===== config.mk =====
export PLATFORM = sky130hd
export DESIGN_NAME = i2c_master_ctrl_flat
export DESIGN_NICKNAME = d
export VERILOG_FILES = /design/src/rtl/i2c_master_ctrl_if.sv /design/src/rtl/i2c_master_ctrl.sv /design/src/flat_wrapper.sv
export SDC_FILE = /design/constraint.sdc
export NUM_CORES = 1
export LEC_CHECK = 0
export BUFFER_PORTS_ARGS = -buffer_cell sky130_fd_sc_hd__buf_2
export CAP_MARGIN = 5
export CORE_MARGIN = 2
export CORE_UTILIZATION = 30
export DETAILED_ROUTE_END_ITERATION = 12
export RECOVER_POWER = 50
export SLEW_MARGIN = 10
export SYNTH_ARGS = -nofsm -noshare
export SYNTH_HDL_FRONTEND = slang
export SYNTH_SLANG_ARGS = --single-unit

===== constraint.sdc =====
create_clock -name clk -period 8.3 [get_ports clk]
set_clock_uncertainty 0.2 [all_clocks]
set_input_delay 1.66 -clock clk [delete_from_list [all_inputs] [get_ports clk]]
set_output_delay 1.66 -clock clk [all_outputs]
set_load 0.02 [all_outputs]

===== src/rtl/i2c_master_ctrl_if.sv =====
// i2c_master_ctrl_if: command handshake and open-drain pad bundle for the I2C master
// master modport: controller side (takes commands and pad levels, drives status and pad enables)
// slave modport: issuing logic / pad side
interface i2c_master_ctrl_if;
  logic       cmd_valid;
  logic [1:0] cmd;
  logic [7:0] data_in;
  logic       ack_in;
  logic       cmd_ready;
  logic       done;
  logic       err;
  logic [7:0] data_out;
  logic       ack_out;
  logic       busy;
  logic       scl_oe;
  logic       sda_oe;
  logic       scl_in;
  logic       sda_in;
  modport master (
    input  cmd_valid, cmd, data_in, ack_in, scl_in, sda_in,
    output cmd_ready, done, err, data_out, ack_out, busy, scl_oe, sda_oe
  );
  modport slave (
    output cmd_valid, cmd, data_in, ack_in, scl_in, sda_in,
    input  cmd_ready, done, err, data_out, ack_out, busy, scl_oe, sda_oe
  );
endinterface


===== src/rtl/i2c_master_ctrl.sv =====
// i2c_master_ctrl: command-driven single-master I2C controller (START, STOP, byte WRITE/READ)
// Ports: clk, rst (sync, active high); bus (i2c_master_ctrl_if.master) carries the
// cmd_valid/cmd_ready handshake, data_in/ack_in, done/err/data_out/ack_out/busy status,
// and the open-drain scl_oe/sda_oe enables with scl_in/sda_in pad levels.
// Define I2C_STRETCH_EN to honour slave clock stretching on every SCL release quarter.
module i2c_master_ctrl #(
  parameter int CLK_DIV = 4
) (
  input logic               clk,
  input logic               rst,
  i2c_master_ctrl_if.master bus
);
  typedef enum logic [2:0] {IDLE, START, BIT, STOP, DONE} state_t;
  state_t     state, state_n;
  logic [1:0] q, q_n;
  logic [7:0] qc, qc_n;
  logic [3:0] bc, bc_n;
  logic       rd, rd_n;
  logic [7:0] byt, byt_n;
  logic       ack_m, ack_m_n;
  logic       err_r, err_n;
  logic       busy_r, busy_n;
  logic       scl_r, scl_n;
  logic       sda_r, sda_n;
  logic [7:0] sh;
  logic       ack_s;
  logic [7:0] data_out_r;
  logic       ack_out_r;
  logic       active, tick, hold, last_q, bitv;
  assign active = state inside {START, BIT, STOP};
  assign tick   = active && qc == 8'(CLK_DIV - 1);
  assign last_q = tick && q == 2'd3;
`ifdef I2C_STRETCH_EN
  // Q1 is the only quarter that releases SCL; wait there until the pad really goes high.
  assign hold = active && q == 2'd1 && qc == 8'd0 && !bus.scl_in;
`else
  assign hold = 1'b0;
`endif
  always_comb begin
    state_n = state;
    q_n     = tick ? q + 2'd1 : q;
    qc_n    = (!active || tick || hold) ? 8'd0 : qc + 8'd1;
    bc_n    = bc;
    rd_n    = rd;
    byt_n   = byt;
    ack_m_n = ack_m;
    err_n   = err_r;
    busy_n  = busy_r;
    case (state)
      IDLE: if (bus.cmd_valid) begin
        rd_n    = bus.cmd == 2'd2;
        byt_n   = bus.data_in;
        ack_m_n = bus.ack_in;
        err_n   = !busy_r && bus.cmd != 2'd0;
        q_n     = 2'd0;
        bc_n    = 4'd0;
        state_n = err_n ? DONE : bus.cmd == 2'd0 ? START : bus.cmd == 2'd3 ? STOP : BIT;
      end
      START: if (last_q) begin
        state_n = DONE;
        busy_n  = 1'b1;
      end
      STOP: if (last_q) begin
        state_n = DONE;
        busy_n  = 1'b0;
      end
      BIT: if (last_q) begin
        state_n = bc == 4'd8 ? DONE : BIT;
        bc_n    = bc + 4'd1;
      end
      default: state_n = IDLE;
    endcase
    // Level the master wants on SDA for the upcoming bit slot (1 = released).
    bitv  = bc_n < 4'd8 ? (rd_n ? 1'b1 : byt_n[3'd7 - bc_n[2:0]]) : (rd_n ? ~ack_m_n : 1'b1);
    scl_n = scl_r;
    sda_n = sda_r;
    // Pad levels are a function of the quarter being entered; unlisted cases hold.
    case (state_n)
      START: begin
        sda_n = q_n == 2'd0 ? 1'b0 : q_n == 2'd2 ? 1'b1 : sda_r;
        scl_n = q_n == 2'd1 ? 1'b0 : q_n == 2'd3 ? 1'b1 : scl_r;
      end
      BIT: begin
        scl_n = q_n == 2'd0 || q_n == 2'd3;
        sda_n = q_n == 2'd0 ? ~bitv : sda_r;
      end
      STOP: begin
        scl_n = q_n == 2'd0;
        sda_n = q_n == 2'd0 ? 1'b1 : q_n == 2'd2 ? 1'b0 : sda_r;
      end
      default: ;
    endcase
  end
  always_ff @(posedge clk) begin
    if (rst) begin
      state      <= IDLE;
      q          <= 2'd0;
      qc         <= 8'd0;
      bc         <= 4'd0;
      rd         <= 1'b0;
      byt        <= 8'd0;
      ack_m      <= 1'b0;
      err_r      <= 1'b0;
      busy_r     <= 1'b0;
      scl_r      <= 1'b0;
      sda_r      <= 1'b0;
      sh         <= 8'd0;
      ack_s      <= 1'b1;
      data_out_r <= 8'd0;
      ack_out_r  <= 1'b1;
    end else begin
      state  <= state_n;
      q      <= q_n;
      qc     <= qc_n;
      bc     <= bc_n;
      rd     <= rd_n;
      byt    <= byt_n;
      ack_m  <= ack_m_n;
      err_r  <= err_n;
      busy_r <= busy_n;
      scl_r  <= scl_n;
      sda_r  <= sda_n;
      // Sample on the last cycle of Q1, just before SCL has been high for a full quarter.
      if (state == BIT && q == 2'd1 && tick) begin
        if (bc < 4'd8) sh <= {sh[6:0], bus.sda_in};
        else ack_s <= bus.sda_in;
      end
      if (state == BIT && last_q && bc == 4'd8) begin
        if (rd) data_out_r <= sh;
        else ack_out_r <= ack_s;
      end
    end
  end
  assign bus.cmd_ready = state == IDLE;
  assign bus.done      = state == DONE;
  assign bus.err       = state == DONE && err_r;
  assign bus.busy      = busy_r;
  assign bus.scl_oe    = scl_r;
  assign bus.sda_oe    = sda_r;
  assign bus.data_out  = data_out_r;
  assign bus.ack_out   = ack_out_r;
endmodule


===== src/flat_wrapper.sv =====
// flat-port wrapper written by rule: the top's interface ports become plain ports
module i2c_master_ctrl_flat 
#(
  parameter int CLK_DIV = 4
)
  (clk, rst, bus_cmd_valid, bus_cmd, bus_data_in, bus_ack_in, bus_scl_in, bus_sda_in, bus_cmd_ready, bus_done, bus_err, bus_data_out, bus_ack_out, bus_busy, bus_scl_oe, bus_sda_oe);
  i2c_master_ctrl_if bus_i ();
  input logic clk;
  input logic rst;
  input wire logic [$bits(bus_i.cmd_valid)-1:0] bus_cmd_valid;
  input wire logic [$bits(bus_i.cmd)-1:0] bus_cmd;
  input wire logic [$bits(bus_i.data_in)-1:0] bus_data_in;
  input wire logic [$bits(bus_i.ack_in)-1:0] bus_ack_in;
  input wire logic [$bits(bus_i.scl_in)-1:0] bus_scl_in;
  input wire logic [$bits(bus_i.sda_in)-1:0] bus_sda_in;
  output wire logic [$bits(bus_i.cmd_ready)-1:0] bus_cmd_ready;
  output wire logic [$bits(bus_i.done)-1:0] bus_done;
  output wire logic [$bits(bus_i.err)-1:0] bus_err;
  output wire logic [$bits(bus_i.data_out)-1:0] bus_data_out;
  output wire logic [$bits(bus_i.ack_out)-1:0] bus_ack_out;
  output wire logic [$bits(bus_i.busy)-1:0] bus_busy;
  output wire logic [$bits(bus_i.scl_oe)-1:0] bus_scl_oe;
  output wire logic [$bits(bus_i.sda_oe)-1:0] bus_sda_oe;
  assign bus_i.cmd_valid = bus_cmd_valid;
  assign bus_i.cmd = bus_cmd;
  assign bus_i.data_in = bus_data_in;
  assign bus_i.ack_in = bus_ack_in;
  assign bus_i.scl_in = bus_scl_in;
  assign bus_i.sda_in = bus_sda_in;
  assign bus_cmd_ready = bus_i.cmd_ready;
  assign bus_done = bus_i.done;
  assign bus_err = bus_i.err;
  assign bus_data_out = bus_i.data_out;
  assign bus_ack_out = bus_i.ack_out;
  assign bus_busy = bus_i.busy;
  assign bus_scl_oe = bus_i.scl_oe;
  assign bus_sda_oe = bus_i.sda_oe;
  i2c_master_ctrl #(.CLK_DIV(CLK_DIV)) u_core (.clk(clk), .rst(rst), .bus(bus_i));
endmodule

=== Word level (Yosys, flattened, before mapping) ===
Index checks and enable logic that the tools add are counted.

* Add/sub/neg operators: 4
* Bitwise gates (word level): 4
* Reductions and logical operators: 29
* $lt $le $gt $ge: 3
* Eq/ne operators: 22
* Mux-type cells: 37

{| class="wikitable"
|+ Operators by type and width
! kind !! number
|-
| 2-to-1 mux 1 bit || 18
|-
| 2-to-1 mux 3 bit || 6
|-
| 2-to-1 mux 8 bit || 2
|-
| equality test 3 x 2 -> 1 bit (second input constant) || 4
|-
| AND reduction 2 bit || 6
|-
| equality test 2 bit (second input constant) || 5
|-
| inequality test 3 x 1 -> 1 bit (second input constant) || 3
|-
| one-hot mux 3 bit (3 select lines) || 1
|-
| adder 8 x 1 -> 8 bit (second input constant) || 1
|-
| equality test 8 x 2 -> 1 bit (second input constant) || 1
|-
| logical AND 1 bit || 8
|-
| less-than comparator 4 bit (second input constant) || 2
|-
| 2-to-1 mux 4 bit || 2
|-
| one-hot mux 4 bit (2 select lines) || 1
|-
| equality test 3 x 1 -> 1 bit (second input constant) || 2
|-
| 2-to-1 mux 2 bit || 3
|-
| inequality test 2 x 1 -> 1 bit (second input constant) || 3
|-
| one-hot mux 1 bit (3 select lines) || 2
|-
| nonzero test 3 bit || 2
|-
| adder 4 x 1 -> 4 bit (second input constant) || 1
|-
| equality test 2 x 1 -> 1 bit (second input constant) || 2
|-
| equality test 4 bit (second input constant) || 1
|-
| logical NOT 2 bit || 2
|-
| less-than comparator 3 x 4 -> 1 bit (second input constant) || 1
|-
| 13 further kinds || 20
|}

* Logic and storage cells: 114
* Register bits after elaboration: 49
* Output and inout bits: 15

=== Longest topological paths before layout ===
Gate-level depths: netlist (run 1).

* Word-level depth: 14
* Gate-level depth with buffers: 12
* Depth with buffers taken out: 12

=== Least setup slack after synthesis (run 1) ===
No wires, ideal clock.

* Path type: input -> register
* Start: in bus_cmd_valid
* End: reg u_core.sda_r, in the netlist u_core.bus.sda_oe
* Cell stages on the path: 8
* Library setup time: 0.119 ns
* Path buffers: 1
* Data arrival time: 3.312 ns
* Setup slack: 4.669 ns
* Required time: 7.981 ns
* Cells stage by stage: or4b_1 -> buf_2 -> or3_4 -> a21oi_4 -> nand3_2 -> o22ai_1 -> a21oi_1 -> o221a_1

* Longest elaborated chain between the ends: 10
* Elaborated cells on any way between the ends: 35
* Classes of those cells: add/sub (1); order compare (1); eq/ne (7); mux (21); bitwise (2); reduce/logical (3)

{| class="wikitable"
|+ Ends and longest elaborated chain
! element !! RTL line !! text
|-
| start: declaration || flat_wrapper.sv:10 || <nowiki>input wire logic [$bits(bus_i.cmd_valid)-1:0] bus_cmd_valid;</nowiki>
|-
| 2-to-1 mux 4 bit || i2c_master_ctrl.sv:50 || <nowiki>IDLE: if (bus.cmd_valid) begin</nowiki>
|-
| one-hot mux 4 bit (2 select lines) || i2c_master_ctrl.sv:49 || <nowiki>case (state)</nowiki>
|-
| subtractor 3 bit || i2c_master_ctrl.sv:74 || <nowiki>bitv = bc_n < 4'd8 ? (rd_n ? 1'b1 : byt_n[3'd7 - bc_n[2:0]]) : (rd_n ? ~ack_m_n : 1'b1);</nowiki>
|-
| binary-select mux 1 bit (select 3 bit) || i2c_master_ctrl.sv:74 ||
|-
| 2-to-1 mux 1 bit (not written as such) || i2c_master_ctrl.sv:74 ||
|-
| 2-to-1 mux 1 bit (2 in series) || i2c_master_ctrl.sv:74 ||
|-
| inverter 1 bit || i2c_master_ctrl.sv:85 || <nowiki>sda_n = q_n == 2'd0 ? ~bitv : sda_r;</nowiki>
|-
| 2-to-1 mux 1 bit || i2c_master_ctrl.sv:85 ||
|-
| one-hot mux 1 bit (3 select lines) || i2c_master_ctrl.sv:78 || <nowiki>case (state_n)</nowiki>
|-
| end signal: assignment || i2c_master_ctrl.sv:122 || <nowiki>sda_r <= sda_n;</nowiki>
|-
| end: declaration || i2c_master_ctrl.sv:24 || <nowiki>logic sda_r, sda_n;</nowiki>
|}

Several ways; a longest one is shown, not always the timed one. The select of a mux whose other input is x is not followed.
A chain may end at the register's enable or synchronous reset.

=== Final worst setup path (run 1) ===
Ends and elaborated chain as after synthesis.

==> flow_metrics.py, run 1 <==
metrics = {
    "cells_and_area": {
        "drive_gt1_frac": 0.115,
        "diodes": 0,
        "syn2layout_area_growth_pct": 12.4,
        "fin_area_sq_um": 2710,
        "stdcell_count": 415,
        "regArea_sq_um": 981,
        "num-nets-final": 339,
        "layout_common_cells": "49 x dfxtp_1, 46 x nand2_1, 33 x nor2_1, 25 x a21oi_1, 16 x buf_2",
        "mostFrequentLayoutCell": "dfxtp_1",
        "multi_input_area_sq_um": 1330,
        "fillers": 846,
    },
    "worst_setup_path": {
        "critPathLaunch": "bus_cmd_valid",
        "required_ns": 8.29,
        "crit_chain": "buf_2 -> or4b_1 -> or3_4 -> a21oi_4 -> nand3_2 -> o22ai_1 -> a21oi_1 -> o221a_1",
        "crit_path_end_kind": "flip-flop",
        "start_kind": "primary input",
        "worst-setup-path-type": "primary input to flip-flop",
        "slowest_delay_ns": 0.73,
        "slowest_stage": "or4b_1",
        "reg2reg_from": "u_core.qc[0]",
        "path_max_fanout": 15,
        "worstPathArrival_ns": 3.82,
        "reg2reg_depth": 10,
    },
    "detailed_routing": {
        "num_vias": 2045,
        "avgRoutedWirePerCell_um": 12.6,
        "totalWireLength_mm": 5.25,
        "viasPerCell": 4.93,
        "first_pass_iters": 4,
        "antenna_left": 0,
        "drc": 0,
        "drt_iter0_drc": 111,
    },
    "power_and_ir_drop": {
        "leakage_nw": 0.975,
        "vdd_drop_max_uv": 96.3,
        "power_density_nw_per_um2": 155,
    },
    "floorplan": {
        "dieWidth_um": 93.7,
        "core_sq_um": 7770,
        "row_count": 32,
        "die-area_sq_um": 8770,
        "ios": 31,
        "die_h_um": 93.7,
        "initial_utilization": 0.311,
    },
    "placement": {
        "placed_cells": 407,
        "port_buffers": 29,
        "place.gp.congestion": 0.774,
        "dp_hpwl_mm": 3.81,
        "placed_area_sq_um": 2630,
    },
    "clock_network": {
        "htree_num_levels": 2,
        "clk_latency_ns": 0.30,
        "cts_resized": 0,
        "cts_sinks": 49,
        "cts-root-buf": "clkbuf_8",
        "post_cts_buffers": 0,
        "path_clk_slew_ns": 0.09,
        "cts_tree": "yes",
        "cts_hold_buf": 0,
        "cts_buffers": 5,
        "cts_buffer_depth": 2,
    },
    "yosys": {
        "synthArstFlopShare": 0,
        "syn_area_sq_um": 2410,
        "post_synth_num_cell_types": 54,
        "ys.flop_type": "dfxtp_1",
        "synth_top_area_cell": "dfxtp_1",
        "syn_nets": 315,
        "ys_seq_area_frac": 0.407,
        "synth_top_area_frac": 0.407,
        "yosys_warnings": 0,
        "ys_ff_latch": 49,
        "synth.area.top_cells": "dfxtp_1 41%, nand2_1 7.2%, ha_1 5.7%",
        "synth-edff-count": 0,
        "netlist_instances": 288,
        "synth.avg_cell_area_sq_um": 8.38,
    },
    "run": {
        "drv_cap": 1,
    },
    "timing": {
        "relSlewSlack": -0.106,
        "setup_viol": 0,
        "setup_tns_ns": 0,
        "hold_violations": 0,
        "min_period_over_period": 0.461,
        "rsz0062_at_grt": "no",
        "worstMarginPinSlew_ns": 1.66,
        "fin_crit_ns": 3.83,
        "fmax_mhz": 261,
        "slew_viol_final": 37,
    },
    "grt": {
        "grt_start_max_net_pins": 37,
        "grt_pass1_vias": 2004,
        "track_usage": 0.129,
        "grt_first_pass_wirelength_mm": 9.15,
        "grt_overflow_total": 0,
        "antenna_found_initial": 0,
    },
    "outcome": {
        "violations": "capacitance limit, slew limit",
        "status": "finished with violations",
    },
    "hold_path": {
        "hold_path_class": "flip-flop to flip-flop",
        "hp-start": "u_core.byt[3]",
        "min_path_cells": 2,
    },
}
==> where the power goes <==
group	switching [W]	internal (W)	total, W
logic	0.0000187	0.0000113	0.0000300
registers	0.00000396	0.000239	0.000243
clock network	0.0000800	0.0000677	0.000148
total	0.000103	0.000318	0.000421
==> layer usage <==
layer | track usage | routed length (um)
met3 | 0.0305 | 241
met2 | 0.215 | 2460
met5 | 0 | 0
met1 | 0.164 | 2490
met4 | 0.0435 | 55
==> layout make-up <==
class / count / share of cell area
Multi-Input combinational cell: 214 / 0.489
Timing Repair Buffer: 30 / 0.0503
Clock buffer: 6 / 0.0304
Inverter: 12 / 0.0166
Clock inverter: 2 / 0.00507
Sequential cell: 49 / 0.362
Tap cell: 102 / 0.0470
==> stage by stage <==
step / total power (W) / hold WS, ns / setup slack, ns / utilization
6_report: 0.000421 / 0.257 / 4.47 / 0.349
3_3_place_gp: 0.000279 / 0.237 / 4.17 / 0.339
3_5_place_dp: 0.000279 / 0.244 / 4.15 / 0.339
4_1_cts: 0.000427 / 0.259 / 4.46 / 0.351
5_1_grt: 0.000441 / 0.276 / 4.33 / 0.349
2_1_floorplan: 0.000269 / 0.230 / 4.67 / -
==> cell usage after synthesis, types with 4 or more instances <==
| master | count |
|---|---|
| dfxtp_1 | 49 |
| nand2_1 | 46 |
| nor2_1 | 33 |
| a21oi_1 | 25 |
| mux2i_1 | 13 |
| nand3_1 | 13 |
| inv_1 | 12 |
| ha_1 | 11 |
| clkbuf_1 | 7 |
| and2_1 | 6 |
| and3_1 | 5 |
| nor3_1 | 5 |
| o21ai_0 | 5 |
| a311oi_1 | 4 |
| xor2_1 | 4 |
==> flip-flops by register name, summed over array words and instances, names as in the netlist <==
register	cells
u_core.ack_m	1
u_core.ack_s	1
u_core.bc	4
u_core.bus.ack_out	1
u_core.bus.busy	1
u_core.bus.data_out	8
u_core.bus.scl_oe	1
u_core.bus.sda_oe	1
u_core.byt	8
u_core.err_r	1
u_core.q	2
u_core.qc	8
u_core.rd	1
u_core.sh	8
u_core.state	3
==> worst paths after layout <==
kind	end	slack, ns
max	u_core.bus.sda_oe	4.47
min	u_core.byt[3]	0.26
max reg2reg	u_core.bus.sda_oe	5.18
min reg2reg	u_core.byt[3]	0.26
==> kinds of logic (layout without fill, tap and decap cells) <==
| family | Yosys count | count (layout) | share of synthesized area |
|---|---|---|---|
| DFF | 49 | 49 | 0.407 |
| xor gates and xnor gates | 7 | 7 | 0.0254 |
| AOI/OAI and AO/OA | 55 | 55 | 0.154 |
| and+or+nand+nor | 128 | 128 | 0.259 |
| muxes | 13 | 13 | 0.0539 |
| adders and majority gates | 11 | 11 | 0.0571 |
| buffers and inverters | 25 | 50 | 0.0436 |
==> worst max-delay path: cells and delay by family <==
| kind | cells | cell delay (ns) |
|---|---|---|
| compound gates | 4 | 0.71 |
| buf+inv | 1 | 0.13 |
| simple gates | 3 | 1.31 |
Note: power is estimated with default switching activity, not from simulation.
==> inputs of run 2 (changes only) <==
--- a/config.mk
+++ b/config.mk
@@ -5,6 +5,7 @@
 export SDC_FILE = /design/constraint.sdc
 export NUM_CORES = 1
 export LEC_CHECK = 0
+export ABC_AREA = 1
 export BUFFER_PORTS_ARGS = -buffer_cell sky130_fd_sc_hd__buf_2
 export CAP_MARGIN = 5
 export CORE_MARGIN = 2
==> constraint.sdc (replaced) <==
create_clock -name clk -period 4 [get_ports clk]
set_clock_uncertainty 0.2 [all_clocks]
set_input_delay 0.8 -clock clk [delete_from_list [all_inputs] [get_ports clk]]
set_output_delay 0.8 -clock clk [all_outputs]
set_load 0.02 [all_outputs]
==> flow_metrics.py, run 2 <==
metrics = {
    "worst_setup_path": {
        "crit_chain": "nor2_4 -> inv_4 -> nor2_4 -> nand2_2 -> inv_1 -> nor3_1 -> inv_1 -> ha_1 -> nor2_1 -> o21ai_0 -> o21ai_0 -> a41oi_1",
        "worst-setup-path-type": "flip-flop to flip-flop",
        "reg2reg_depth": 12,
        "slowest_delay_ns": 0.49,
        "worstPathArrival_ns": 2.85,
        "required_ns": 3.98,
        "r2r-end": "u_core.bus.scl_oe",
        "start_kind": "flip-flop",
        "slowest_stage": "dfxtp_1",
        "rrSetupSlack_ns": 1.13,
        "reg2reg_from": "u_core.state[2]",
        "crit_path_end_kind": "flip-flop",
        "cp_top_family": "simple AND/OR/NAND/NOR gates",
        "critPathLaunch": "u_core.state[2]",
        "path_max_fanout": 20,
        "critPathBufInv": 3,
    },
    "clock_network": {
        "clk_latency_ns": 0.30,
        "path_clk_slew_ns": 0.09,
        "cts_buffers": 5,
        "cts_resized": 0,
        "htree_num_levels": 2,
        "cts-root-buf": "clkbuf_8",
        "cts_hold_buf": 0,
        "cts_tree": "yes",
        "cts_buffer_depth": 2,
        "cts_sinks": 49,
        "post_cts_buffers": 0,
    },
    "grt": {
        "antenna_found_initial": 0,
        "grt_first_pass_wirelength_mm": 8.59,
        "track_usage": 0.120,
        "grt_start_max_net_pins": 39,
        "grt_overflow_total": 0,
        "grt_pass1_vias": 1960,
    },
    "yosys": {
        "ys_seq_area_frac": 0.391,
        "ys_ff_latch": 49,
        "syn_area_sq_um": 2510,
        "synth_top_area_cell": "dfxtp_1",
        "synthArstFlopShare": 0,
        "syn_nets": 361,
        "ys_top_cells_by_count": "58 x inv_1, 55 x nand2_1, 54 x nor2_1",
        "synth-edff-count": 0,
        "synth.area.top_cells": "dfxtp_1 39%, inv_1 8.7%, nand2_1 8.2%",
        "netlist_instances": 334,
        "synth_top_area_frac": 0.391,
        "yosys_warnings": 0,
        "ys.flop_type": "dfxtp_1",
        "post_synth_num_cell_types": 41,
        "synth_most_common_cell": "inv_1",
        "synth.avg_cell_area_sq_um": 7.51,
    },
    "detailed_routing": {
        "drc": 0,
        "first_pass_iters": 4,
        "drt_iter0_drc": 43,
        "antenna_left": 0,
        "num_vias": 2064,
        "totalWireLength_mm": 4.90,
        "avgRoutedWirePerCell_um": 10.5,
        "viasPerCell": 4.41,
    },
    "timing": {
        "hold_violations": 0,
        "setup_viol": 0,
        "rsz0062_at_grt": "no",
        "min_period_over_period": 0.717,
        "setup_tns_ns": 0,
        "relSlewSlack": -0.177,
        "worstMarginPinSlew_ns": 1.77,
        "slew_viol_final": 39,
        "setup_ws_ns": 1.13,
        "fmax_mhz": 349,
        "fin_crit_ns": 2.87,
    },
    "hold_path": {
        "min_path_cells": 1,
        "hp-start": "u_core.qc[0]",
        "hold_path_class": "flip-flop to flip-flop",
        "hold-path-endpoint": "u_core.qc[0]",
    },
    "placement": {
        "port_buffers": 29,
        "place.gp.congestion": 0.766,
        "dp_hpwl_mm": 3.65,
        "pre_cts_ws_ns": 0.957,
    },
    "outcome": {
        "status": "finished with violations",
        "violations": "capacitance limit, slew limit",
    },
    "floorplan": {
        "initial_utilization": 0.307,
        "core_sq_um": 8180,
        "row_count": 33,
        "die-area_sq_um": 9100,
        "dieWidth_um": 95.4,
        "ios": 31,
        "die_h_um": 95.4,
    },
    "cells_and_area": {
        "num-nets-final": 389,
        "diodes": 0,
        "drive_gt1_frac": 0.135,
        "syn2layout_area_growth_pct": 13.0,
        "layout_common_cells": "58 x inv_1, 55 x nand2_1, 54 x nor2_1, 49 x dfxtp_1, 21 x nand3_1",
        "fillers": 901,
        "mostFrequentLayoutCell": "inv_1",
    },
    "power_and_ir_drop": {
        "clkPwrFrac": 0.385,
        "switching_share": 0.241,
        "switching_power_w": 0.000233,
        "power_frac_seq": 0.522,
        "power.internal_w": 0.000735,
        "vdd_drop_max_uv": 167,
        "leakage_nw": 1.21,
        "p_comb_frac": 0.094,
        "power_density_nw_per_um2": 341,
    },
    "run": {
        "drv_cap": 1,
    },
}
run 2: cell types whose count changed after synthesis, moves of 5 or more:
cell,before,now
nand3_1,13,21
o21ai_2,0,5
nand2_1,46,55
a211oi_1,1,14
a21oi_1,25,5
nor2_1,33,54
and3_1,5,0
and2_1,6,0
mux2i_1,13,1
inv_1,12,58
run 2: cell type report:
type / instances / area [sq um] / share of cell area
multi-input cells: 217 / 1240 / 0.439
flip-flops and latches: 49 / 981 / 0.346
inverters: 60 / 228 / 0.0804
well taps: 105 / 131 / 0.0464
repair buffers: 29 / 129 / 0.0455
clock buffers: 6 / 82.6 / 0.0291
clock inverters: 2 / 37.5 / 0.0132
run 2: how the worst max path moves through the flow:
stage                   endpoint  slack, ns  cells past startpoint
2_1_floorplan  u_core.bus.scl_oe       1.74                     13
3_3_place_gp   u_core.bus.scl_oe       0.99                     10
3_5_place_dp   u_core.bus.scl_oe       0.96                     10
4_1_cts        u_core.bus.scl_oe       1.16                     12
5_1_grt        u_core.bus.scl_oe       0.80                     12
6_report       u_core.bus.scl_oe       1.13                     12
run 2: logic make-up after synthesis:
logic type,synth area share
AO/OA/AOI/OAI,0.134
XOR/XNOR,0.0140
adder cells (fa/ha/maj),0.0549
buffers and inverters,0.112
flip-flops,0.391
multiplexers,0.00399
AND/OR/NAND/NOR,0.289
run 2: layer usage:
metal,wire length [um],global-route usage,vias to the layer above,part of all wire
met5,0,0,-,0
met4,55,0.0393,0,0.011
met3,227,0.0292,5,0.046
met2,2100,0.197,37,0.43
met1,2510,0.153,906,0.51
li1,-,-,1116,-
run 2: power groups by stage:
stage	combinational [W]	sequential [W]	clock, W
3_5_place_dp	0.0000920	0.000516	0
2_1_floorplan	0.0000718	0.000516	0
5_1_grt	0.000105	0.000507	0.000404
3_3_place_gp	0.0000912	0.000516	0
6_report	0.0000907	0.000505	0.000372
4_1_cts	0.0000925	0.000505	0.000385
run 2: stage by stage:
step	cells	hold slack [ns]	power (W)	util	area, sq um
after floorplan	334	0.218	0.000588	-	2510
after global placement	460	0.231	0.000607	0.334	2730
after detailed placement	460	0.237	0.000608	0.334	2730
after CTS	468	0.257	0.000983	0.349	2850
after global routing	468	0.305	0.00102	0.347	2830
final	468	0.254	0.000968	0.347	2830
